**src/rtl/tiger_irq_ctrl_pkg.sv**
```systemverilog
// Shared types and constants for the interrupt controller.
// Latency: n/a (declarations only).
// Backpressure: n/a.
package tiger_irq_ctrl_pkg;

  // irqNumber is always presented zero-extended to this width (max 64 sources)
  localparam int IRQ_NUM_WIDTH = 6;

  typedef enum logic [1:0] {
    ST_IDLE    = 2'd0,
    ST_PRESENT = 2'd1,
    ST_HOLD    = 2'd2
  } irq_state_e;

endpackage

```
**src/rtl/tiger_irq_ctrl_if.sv**
```systemverilog
// Bundle of peripheral-side and decode-side signals of the interrupt controller.
// Latency: n/a (wiring only).
// Backpressure: decode stalls/clears hold the presented request; see controller.
interface tiger_irq_ctrl_if #(
  parameter int NUM_IRQ = 8
);
  import tiger_irq_ctrl_pkg::*;

  logic [NUM_IRQ-1:0]       irqLines;
  logic [NUM_IRQ-1:0]       edgeSel;
  logic                     maskWrEn;
  logic [NUM_IRQ-1:0]       maskWrData;
  logic                     pendClrEn;
  logic [NUM_IRQ-1:0]       pendClrData;
  logic                     stall;
  logic                     clear;
  logic                     exceptionDe;
  logic                     irq;
  logic [IRQ_NUM_WIDTH-1:0] irqNumber;
  logic [NUM_IRQ-1:0]       pending;
  logic [NUM_IRQ-1:0]       mask;

  // Controller side
  modport slave (
    input  irqLines, edgeSel, maskWrEn, maskWrData, pendClrEn, pendClrData,
    input  stall, clear, exceptionDe,
    output irq, irqNumber, pending, mask
  );

  // Environment side (peripherals, software, decode)
  modport master (
    output irqLines, edgeSel, maskWrEn, maskWrData, pendClrEn, pendClrData,
    output stall, clear, exceptionDe,
    input  irq, irqNumber, pending, mask
  );

endinterface

```
**src/rtl/tiger_irq_sync.sv**
```systemverilog
// Per-line synchroniser chain plus a one-cycle-delayed copy for edge detection.
// Latency: SYNC_STAGES cycles to s_o, one more to prev_o.
// Backpressure: none; free-running every cycle.
module tiger_irq_sync #(
  parameter int SYNC_STAGES = 2
) (
  input  logic clk,
  input  logic reset,
  input  logic line_i,
  output logic s_o,
  output logic prev_o
);

  logic [SYNC_STAGES-1:0] sync_q;
  logic                   prev_q;

  // Shift the raw line through the chain; prev trails the final stage by one cycle
  always_ff @(posedge clk or negedge reset) begin
    if (!reset) begin
      sync_q <= '0;
      prev_q <= 1'b0;
    end else begin
      sync_q <= {sync_q[SYNC_STAGES-2:0], line_i};
      prev_q <= sync_q[SYNC_STAGES-1];
    end
  end

  assign s_o    = sync_q[SYNC_STAGES-1];
  assign prev_o = prev_q;

endmodule

```
**src/rtl/tiger_irq_ctrl.sv**
```systemverilog
// Synchronise, qualify, mask and prioritise interrupt lines into one irq/irqNumber for decode.
// Latency: edge line to irq = SYNC_STAGES+2 cycles; from IDLE with a source already eligible, 1 cycle.
// Backpressure: request held stable while decode stalls/clears; HOLDOFF quiet cycles after acceptance.
module tiger_irq_ctrl
  import tiger_irq_ctrl_pkg::*;
#(
  parameter int NUM_IRQ     = 8,
  parameter int SYNC_STAGES = 2,
  parameter int HOLDOFF     = 2
) (
  input logic              clk,
  input logic              reset,
  tiger_irq_ctrl_if.slave  bus
);

  localparam int CNT_W = $clog2(HOLDOFF + 1);

  logic [NUM_IRQ-1:0]       s, prev;
  logic [NUM_IRQ-1:0]       pend_edge_q, pend_edge_d;
  logic [NUM_IRQ-1:0]       mask_q, mask_d;
  logic [NUM_IRQ-1:0]       pending, elig;
  logic [IRQ_NUM_WIDTH-1:0] winner, irq_num_q;
  logic                     any_elig, pres_elig, accept, irq_q;
  irq_state_e               state_q;
  logic [CNT_W-1:0]         cnt_q;

  genvar g;
  generate
    for (g = 0; g < NUM_IRQ; g++) begin : g_sync
      tiger_irq_sync #(.SYNC_STAGES(SYNC_STAGES)) u_sync (
        .clk    (clk),
        .reset  (reset),
        .line_i (bus.irqLines[g]),
        .s_o    (s[g]),
        .prev_o (prev[g])
      );
    end
  endgenerate

  // Level bits come straight from the last synchroniser flop; edge bits are latched
  assign pending = (pend_edge_q & bus.edgeSel) | (s & ~bus.edgeSel);
  assign elig    = pending & mask_q;
  assign accept  = irq_q & bus.exceptionDe & ~bus.stall & ~bus.clear;
  assign mask_d  = bus.maskWrEn ? bus.maskWrData : mask_q;

  // Fixed priority (lowest index wins) and eligibility of the currently presented source
  always_comb begin
    winner    = '0;
    pres_elig = 1'b0;
    any_elig  = |elig;
    for (int i = NUM_IRQ - 1; i >= 0; i--) begin
      if (elig[i]) winner = IRQ_NUM_WIDTH'(i);
    end
    for (int i = 0; i < NUM_IRQ; i++) begin
      pres_elig = pres_elig | (elig[i] & (irq_num_q == IRQ_NUM_WIDTH'(i)));
    end
  end

  // Edge pending: a new rising edge wins over software clear or acceptance in the same cycle
  always_comb begin
    pend_edge_d = '0;
    for (int i = 0; i < NUM_IRQ; i++) begin
      pend_edge_d[i] = bus.edgeSel[i] &
                       ((s[i] & ~prev[i]) |
                        (pend_edge_q[i] &
                         ~((bus.pendClrEn & bus.pendClrData[i]) |
                           (accept & (irq_num_q == IRQ_NUM_WIDTH'(i))))));
    end
  end

  // Software-visible registers
  always_ff @(posedge clk or negedge reset) begin
    if (!reset) begin
      pend_edge_q <= '0;
      mask_q      <= '0;
    end else begin
      pend_edge_q <= pend_edge_d;
      mask_q      <= mask_d;
    end
  end

  // Presentation FSM: irqNumber frozen while presenting, quiet period after acceptance
  always_ff @(posedge clk or negedge reset) begin
    if (!reset) begin
      state_q   <= ST_IDLE;
      irq_q     <= 1'b0;
      irq_num_q <= '0;
      cnt_q     <= '0;
    end else begin
      case (state_q)
        ST_IDLE: begin
          if (any_elig) begin
            state_q   <= ST_PRESENT;
            irq_q     <= 1'b1;
            irq_num_q <= winner;
          end
        end
        ST_PRESENT: begin
          if (accept) begin
            state_q <= ST_HOLD;
            irq_q   <= 1'b0;
            cnt_q   <= CNT_W'(HOLDOFF - 1);
          end else if (!pres_elig) begin
            state_q <= ST_IDLE;
            irq_q   <= 1'b0;
          end
        end
        ST_HOLD: begin
          irq_q <= 1'b0;
          if (cnt_q == '0) state_q <= ST_IDLE;
          else             cnt_q   <= cnt_q - CNT_W'(1);
        end
        default: begin
          state_q <= ST_IDLE;
          irq_q   <= 1'b0;
        end
      endcase
    end
  end

  assign bus.irq       = irq_q;
  assign bus.irqNumber = irq_num_q;
  assign bus.pending   = pending;
  assign bus.mask      = mask_q;

endmodule

```
**src/flat_wrapper.sv**
```systemverilog
// flat-port wrapper written by rule: the top's interface ports become plain ports
module tiger_irq_ctrl_flat import tiger_irq_ctrl_pkg::*;
#(
  parameter int NUM_IRQ     = 8,
  parameter int SYNC_STAGES = 2,
  parameter int HOLDOFF     = 2
)
  (clk, reset, bus_irqLines, bus_edgeSel, bus_maskWrEn, bus_maskWrData, bus_pendClrEn, bus_pendClrData, bus_stall, bus_clear, bus_exceptionDe, bus_irq, bus_irqNumber, bus_pending, bus_mask);
  tiger_irq_ctrl_if #(.NUM_IRQ(NUM_IRQ)) bus_i ();
  input logic clk;
  input logic reset;
  input wire logic [$bits(bus_i.irqLines)-1:0] bus_irqLines;
  input wire logic [$bits(bus_i.edgeSel)-1:0] bus_edgeSel;
  input wire logic [$bits(bus_i.maskWrEn)-1:0] bus_maskWrEn;
  input wire logic [$bits(bus_i.maskWrData)-1:0] bus_maskWrData;
  input wire logic [$bits(bus_i.pendClrEn)-1:0] bus_pendClrEn;
  input wire logic [$bits(bus_i.pendClrData)-1:0] bus_pendClrData;
  input wire logic [$bits(bus_i.stall)-1:0] bus_stall;
  input wire logic [$bits(bus_i.clear)-1:0] bus_clear;
  input wire logic [$bits(bus_i.exceptionDe)-1:0] bus_exceptionDe;
  output wire logic [$bits(bus_i.irq)-1:0] bus_irq;
  output wire logic [$bits(bus_i.irqNumber)-1:0] bus_irqNumber;
  output wire logic [$bits(bus_i.pending)-1:0] bus_pending;
  output wire logic [$bits(bus_i.mask)-1:0] bus_mask;
  assign bus_i.irqLines = bus_irqLines;
  assign bus_i.edgeSel = bus_edgeSel;
  assign bus_i.maskWrEn = bus_maskWrEn;
  assign bus_i.maskWrData = bus_maskWrData;
  assign bus_i.pendClrEn = bus_pendClrEn;
  assign bus_i.pendClrData = bus_pendClrData;
  assign bus_i.stall = bus_stall;
  assign bus_i.clear = bus_clear;
  assign bus_i.exceptionDe = bus_exceptionDe;
  assign bus_irq = bus_i.irq;
  assign bus_irqNumber = bus_i.irqNumber;
  assign bus_pending = bus_i.pending;
  assign bus_mask = bus_i.mask;
  tiger_irq_ctrl #(.NUM_IRQ(NUM_IRQ), .SYNC_STAGES(SYNC_STAGES), .HOLDOFF(HOLDOFF)) u_core (.clk(clk), .reset(reset), .bus(bus_i));
endmodule
```
**config.mk**
```make
export PLATFORM = sky130hd
export DESIGN_NAME = tiger_irq_ctrl_flat
export DESIGN_NICKNAME = d
export VERILOG_FILES = /design/src/rtl/tiger_irq_ctrl_pkg.sv /design/src/rtl/tiger_irq_ctrl_if.sv /design/src/rtl/tiger_irq_sync.sv /design/src/rtl/tiger_irq_ctrl.sv /design/src/flat_wrapper.sv
export SDC_FILE = /design/constraint.sdc
export NUM_CORES = 1
export LEC_CHECK = 0
export CAP_MARGIN = 20
export CORE_UTILIZATION = 35
export CTS_BUF_LIST = sky130_fd_sc_hd__clkbuf_4 sky130_fd_sc_hd__clkbuf_8
export CTS_CLUSTER_SIZE = 40
export DETAILED_ROUTE_END_ITERATION = 16
export DONT_BUFFER_PORTS = 1
export GPL_TIMING_DRIVEN = 0
export SLEW_MARGIN = 25
export SYNTH_ARGS = -nofsm -noshare
export SYNTH_HDL_FRONTEND = slang
export SYNTH_SLANG_ARGS = --single-unit
```
**constraint.sdc**
```tcl
create_clock -name clk -period 4.2 [get_ports clk]
set_clock_uncertainty 0.15 [all_clocks]
set_input_delay 1.05 -clock clk [delete_from_list [all_inputs] [get_ports clk]]
set_output_delay 1.05 -clock clk [all_outputs]
set_load 0.03 [all_outputs]
```
# Word level (Yosys, flattened, before mapping)
# Cells that the tools add are included.
[totals]
ff_bits = 51
in_bits = 39
output_inout_bits = 23
word_cells = 163
[classes]
n_addsub = 1
n_eq_ne = 14
n_mux = 20
bitwise_logic = 97
reduce_logical = 9
[ops]
columns = ["operator", "count"]
rows = [
  ["1-bit AND", 51],
  ["6-bit 2-to-1 mux", 7],
  ["8-bit AND", 3],
  ["6-bit by 3-bit equality test with 1-bit output, second input constant", 4],
  ["1-bit bitwise OR", 23],
  ["1-bit NOT", 18],
  ["6-bit by 2-bit equality test with 1-bit output, second input constant", 2],
  ["2-bit 2-to-1 mux", 6],
  ["8-bit NOT", 1],
  ["8-bit bitwise OR", 1],
  ["8-bit OR reduction", 1],
  ["6-bit by 1-bit equality test with 1-bit output, second input constant", 1],
  ["6-bit logical NOT", 1],
  ["2-bit by 1-bit != test with 1-bit output, second input constant", 3],
  ["2-bit case mux with 3 select lines", 1],
  ["3-bit AND reduction", 2],
  ["2-bit logical NOT", 2],
  ["2-bit case mux with 2 select lines", 1],
  ["2-bit AND reduction", 2],
  ["1-bit 2-to-1 mux", 3],
  ["3-bit 2-to-1 mux", 1],
  ["3-bit != test, second input constant", 1],
  ["2-bit by 1-bit equality test with 1-bit output, second input constant", 1],
  ["2-bit equality test, second input constant", 1],
  ["4 further kinds", 4],
]

# Logic depth before layout (Yosys ltp)
[logic_depth]
word_depth = 15
mapped_depth = 7
ltp_nobuf = 7

# Hierarchy
# From an unflattened synthesis, not the netlist that was laid out.
[unflattened]
cells_unflattened = 169
hier_area_um2 = 2073.2
[by_module_without_submodules]
columns = ["mod", "instances", "cells_each", "area_per_inst_um2", "seq_area_each_um2"]
rows = [
  ["tiger_irq_ctrl", 1, 145, 1472.7, 600.6],
  ["tiger_irq_sync", 8, 3, 75.1, 75.1],
]

# Worst setup path before layout
# No wires, ideal clock.
[synth_path]
path_kind = "input -> output"
start = "in bus_edgeSel[7]"
end = "out bus_pending[7]"
arrival_time_ns = 1.458
required_time_ns = 3.000
path_slack_ns = 1.542
stages = 1
n_path_buf = 0
path_cell_list = "mux2_2"
[synth_via]
elab_chain_len = 3
elab_cells_between_ends = 4
classes_between = "bitwise: 4"
[synth_lines]
columns = ["item", "line", "source"]
rows = [
  ["from (decl)", "flat_wrapper.sv:13", "input wire logic [$bits(bus_i.edgeSel)-1:0] bus_edgeSel;"],
  ["8-bit NOT", "tiger_irq_ctrl.sv:41", "assign pending = (pend_edge_q & bus.edgeSel) | (s & ~bus.edgeSel);"],
  ["8-bit AND", "tiger_irq_ctrl.sv:41", ""],
  ["8-bit bitwise OR (*)", "tiger_irq_ctrl.sv:41", ""],
  ["to (decl)", "flat_wrapper.sv:23", "output wire logic [$bits(bus_i.pending)-1:0] bus_pending;"],
]
# Mark *: on every way between the ends. The rest lies on a longest branch, timed or not.

# Final worst setup path
[layout_path]
start = "in bus_edgeSel[5]"
end = "out bus_pending[5]"
# The elaborated chain is that of the path after synthesis.

==> results.toml <==
[logic_synthesis]
async_flop_share_pct = 100
avgSynthCellArea_um2 = 12.2
ys_seq_elements = 48
synthTopCellsByCount = "dfrtp_1, nand2_1, mux2_2"
synthFlopType = "dfrtp_1"
synth_top_family_by_area = "simple AND/OR/NAND/NOR gates"
yosysSeqAreaShare_pct = 55.9
synth_cell_types = 43
synth.top_cells.by_area = "dfrtp_1, mux2_2, nand2_1"
synth_area_um2 = 2150
synth_top_area_share_pct = 55.9
synthXorXnorAreaFrac_pct = 0
synthSimpleGateAreaFrac_pct = 16.0
yosys-mux-area-fraction_pct = 9.27
synth_edf_count = 0
yosys_warnings = 0
synth_compound_area_share_pct = 12.9
yosys.area_share.adder_pct = 2.33
syn_inst = 176
yosysMostFrequentCell = "dfrtp_1"
yosysTopAreaCell = "dfrtp_1"

[floorplanning]
num_rows = 28
die_area_um2 = 6450
ioPinCount = 62
die_w_um = 80.3
initial_core_util_pct = 36.3
die_h_um = 80.3
core_area_um2 = 5920

[global_routing]
antenna_found_initial = 0
grt_pass1_vias = 1379
grt_pass1_wl_mm = 7.04
grt_max_degree = 49
grt_remaining_overflow = 0
grt.total_usage_pct = 15.1

[timing]
finalMaxSlewViolations = 0
max_slew_margin_pct = 65.4
fmax_mhz = 374
tns_ns = 0
hold_viol = 0
rsz0062_at_grt = "no"
finalCriticalPeriod_ns = 2.68
setup_viol = 0
tightest_slew_ns = 0.519
final.period_utilization_pct = 63.7

[critical_path]
end_kind = "primary output"
cpPeakStageDelay_ns = 0.43
crit_buf_inv = 0
slowest_stage = "mux2_2"
cp_cell_sequence = "mux2_2"
path_depth = 1
worstRegToRegCells = 7
worstPathArrival_ns = 1.48
crit_required_ns = 3.00
cp-start-kind = "input port"
critical_path_class = "input port to primary output"
crit_fanout = 4
crit_family = "multiplexers"

[cells_and_area]
final_util_pct = 39.5
drive_above_1_share_pct = 18.9
diodes = 0
nets = 228
area_delta_synth_final_pct = 8.97

[power]
p_leak_nw = 0.989
power_density_nw_per_um2 = 498
vdd_drop_max_mv = 0.244

[clocking]
h-tree-depth = 2
clkLatencyLatePin_ns = 0.30
cts_buffers = 5
cts_resized = 0
cts_tree = "yes"
clockRootBuffer = "clkbuf_8"
cts.sinks = 48
post_cts_buffers = 0
path_clk_slew_ns = 0.09
cts_hold_buf = 0
clockBufferDepth = 2

[placed_design]
gp_congestion = 0.796
port_buffers = 0
dp_hpwl_mm = 3.35

[routing]
drc = 0
first_iter_violations = 46
wire_per_inst_um = 16.9
antenna_left = 0
vias = 1352
drt_pre_antenna_iters = 4
drt_wl_total_mm = 4.40
viasPerCell = 5.20

[run_status]
status = "complete, no violations"

[hold_path]
min_path_cells = 0
min_path_type = "flip-flop to flip-flop"

[flow_run]
drv_cap = 0
==> registers in the layout, indices dropped and copies added, names as in the netlist <==
register / cells
u_core.g_sync.u_sync.sync_q: 16
u_core.bus.mask: 8
u_core.g_sync.u_sync.prev_o: 8
u_core.pend_edge_q: 8
u_core.bus.irqNumber: 3
u_core.cnt_q: 2
u_core.state_q: 2
u_core.bus.irq: 1
==> final cells by class <==
cell class	instances	area, um2
Fill cell	569	3580
Sequential cell	48	1200
Multi-Input combinational cell	115	882
Tap cell	75	93.8
Clock buffer	6	82.6
Buffer	9	48.8
Inverter	6	22.5
Clock inverter	1	8.76
==> cells by family after synthesis <==
family / after synthesis
buffers and inverters: 15
other: 1
and+or+nand+nor: 54
AOI/OAI and AO/OA: 37
muxes: 17
adders and majority gates: 4
DFF: 48
==> per-stage QoR <==
| step | area, um2 | hold WS, ns | worst slack [ns] | std cells | power, mW |
|---|---|---|---|---|---|
| after CTS | 2340 | 0.206 | 1.52 | 260 | 1.18 |
| after floorplan | 2150 | 0.181 | 1.54 | 178 | 0.835 |
| after global placement | 2250 | 0.182 | 1.53 | 253 | 0.897 |
| final | 2340 | 0.203 | 1.52 | 260 | 1.17 |
| after detailed placement | 2250 | 0.185 | 1.52 | 253 | 0.900 |
| after global routing | 2340 | 0.208 | 1.52 | 260 | 1.24 |
==> path summary, 6_finish.rpt <==
check | start | endpoint | slack [ns]
min | u_core.g_sync[4].u_sync.sync_q[0] | u_core.g_sync[4].u_sync.sync_q[1] | 0.20
min reg2reg | u_core.g_sync[4].u_sync.sync_q[0] | u_core.g_sync[4].u_sync.sync_q[1] | 0.20
max in group asynchronous | reset | u_core.g_sync[2].u_sync.prev_o | 3.53
min in group asynchronous | reset | u_core.g_sync[7].u_sync.sync_q[1] | 0.28
max | bus_edgeSel[5] | bus_pending[5] | 1.52
max reg2reg | u_core.bus.irqNumber[0] | u_core.bus.irq | 2.10
==> layer usage <==
layer  vias to the layer above  global-route usage [%]  wire, um
li1                        639                       -         -
met1                       654                    18.4      1840
met4                         0                    5.89        44
met2                        55                    23.3      2070
met5                         -                       0         0
met3                         4                    6.48       449
==> power breakdown <==
| part | internal (mW) | switching (mW) |
|---|---|---|
| Clock | 0.131 | 0.148 |
| Combinational | 0.117 | 0.168 |
| Sequential | 0.511 | 0.0897 |
==> cell usage in the layout (no fill, tap or decap), types with 6 or more instances in the layout <==
cell       n
o211ai_1   7
inv_1      6
nand2_1   22
nand2b_1   9
mux2_2    14
a21boi_0   9
clkbuf_8   6
dfrtp_1   48
Power figures use the tool's default switching activity.
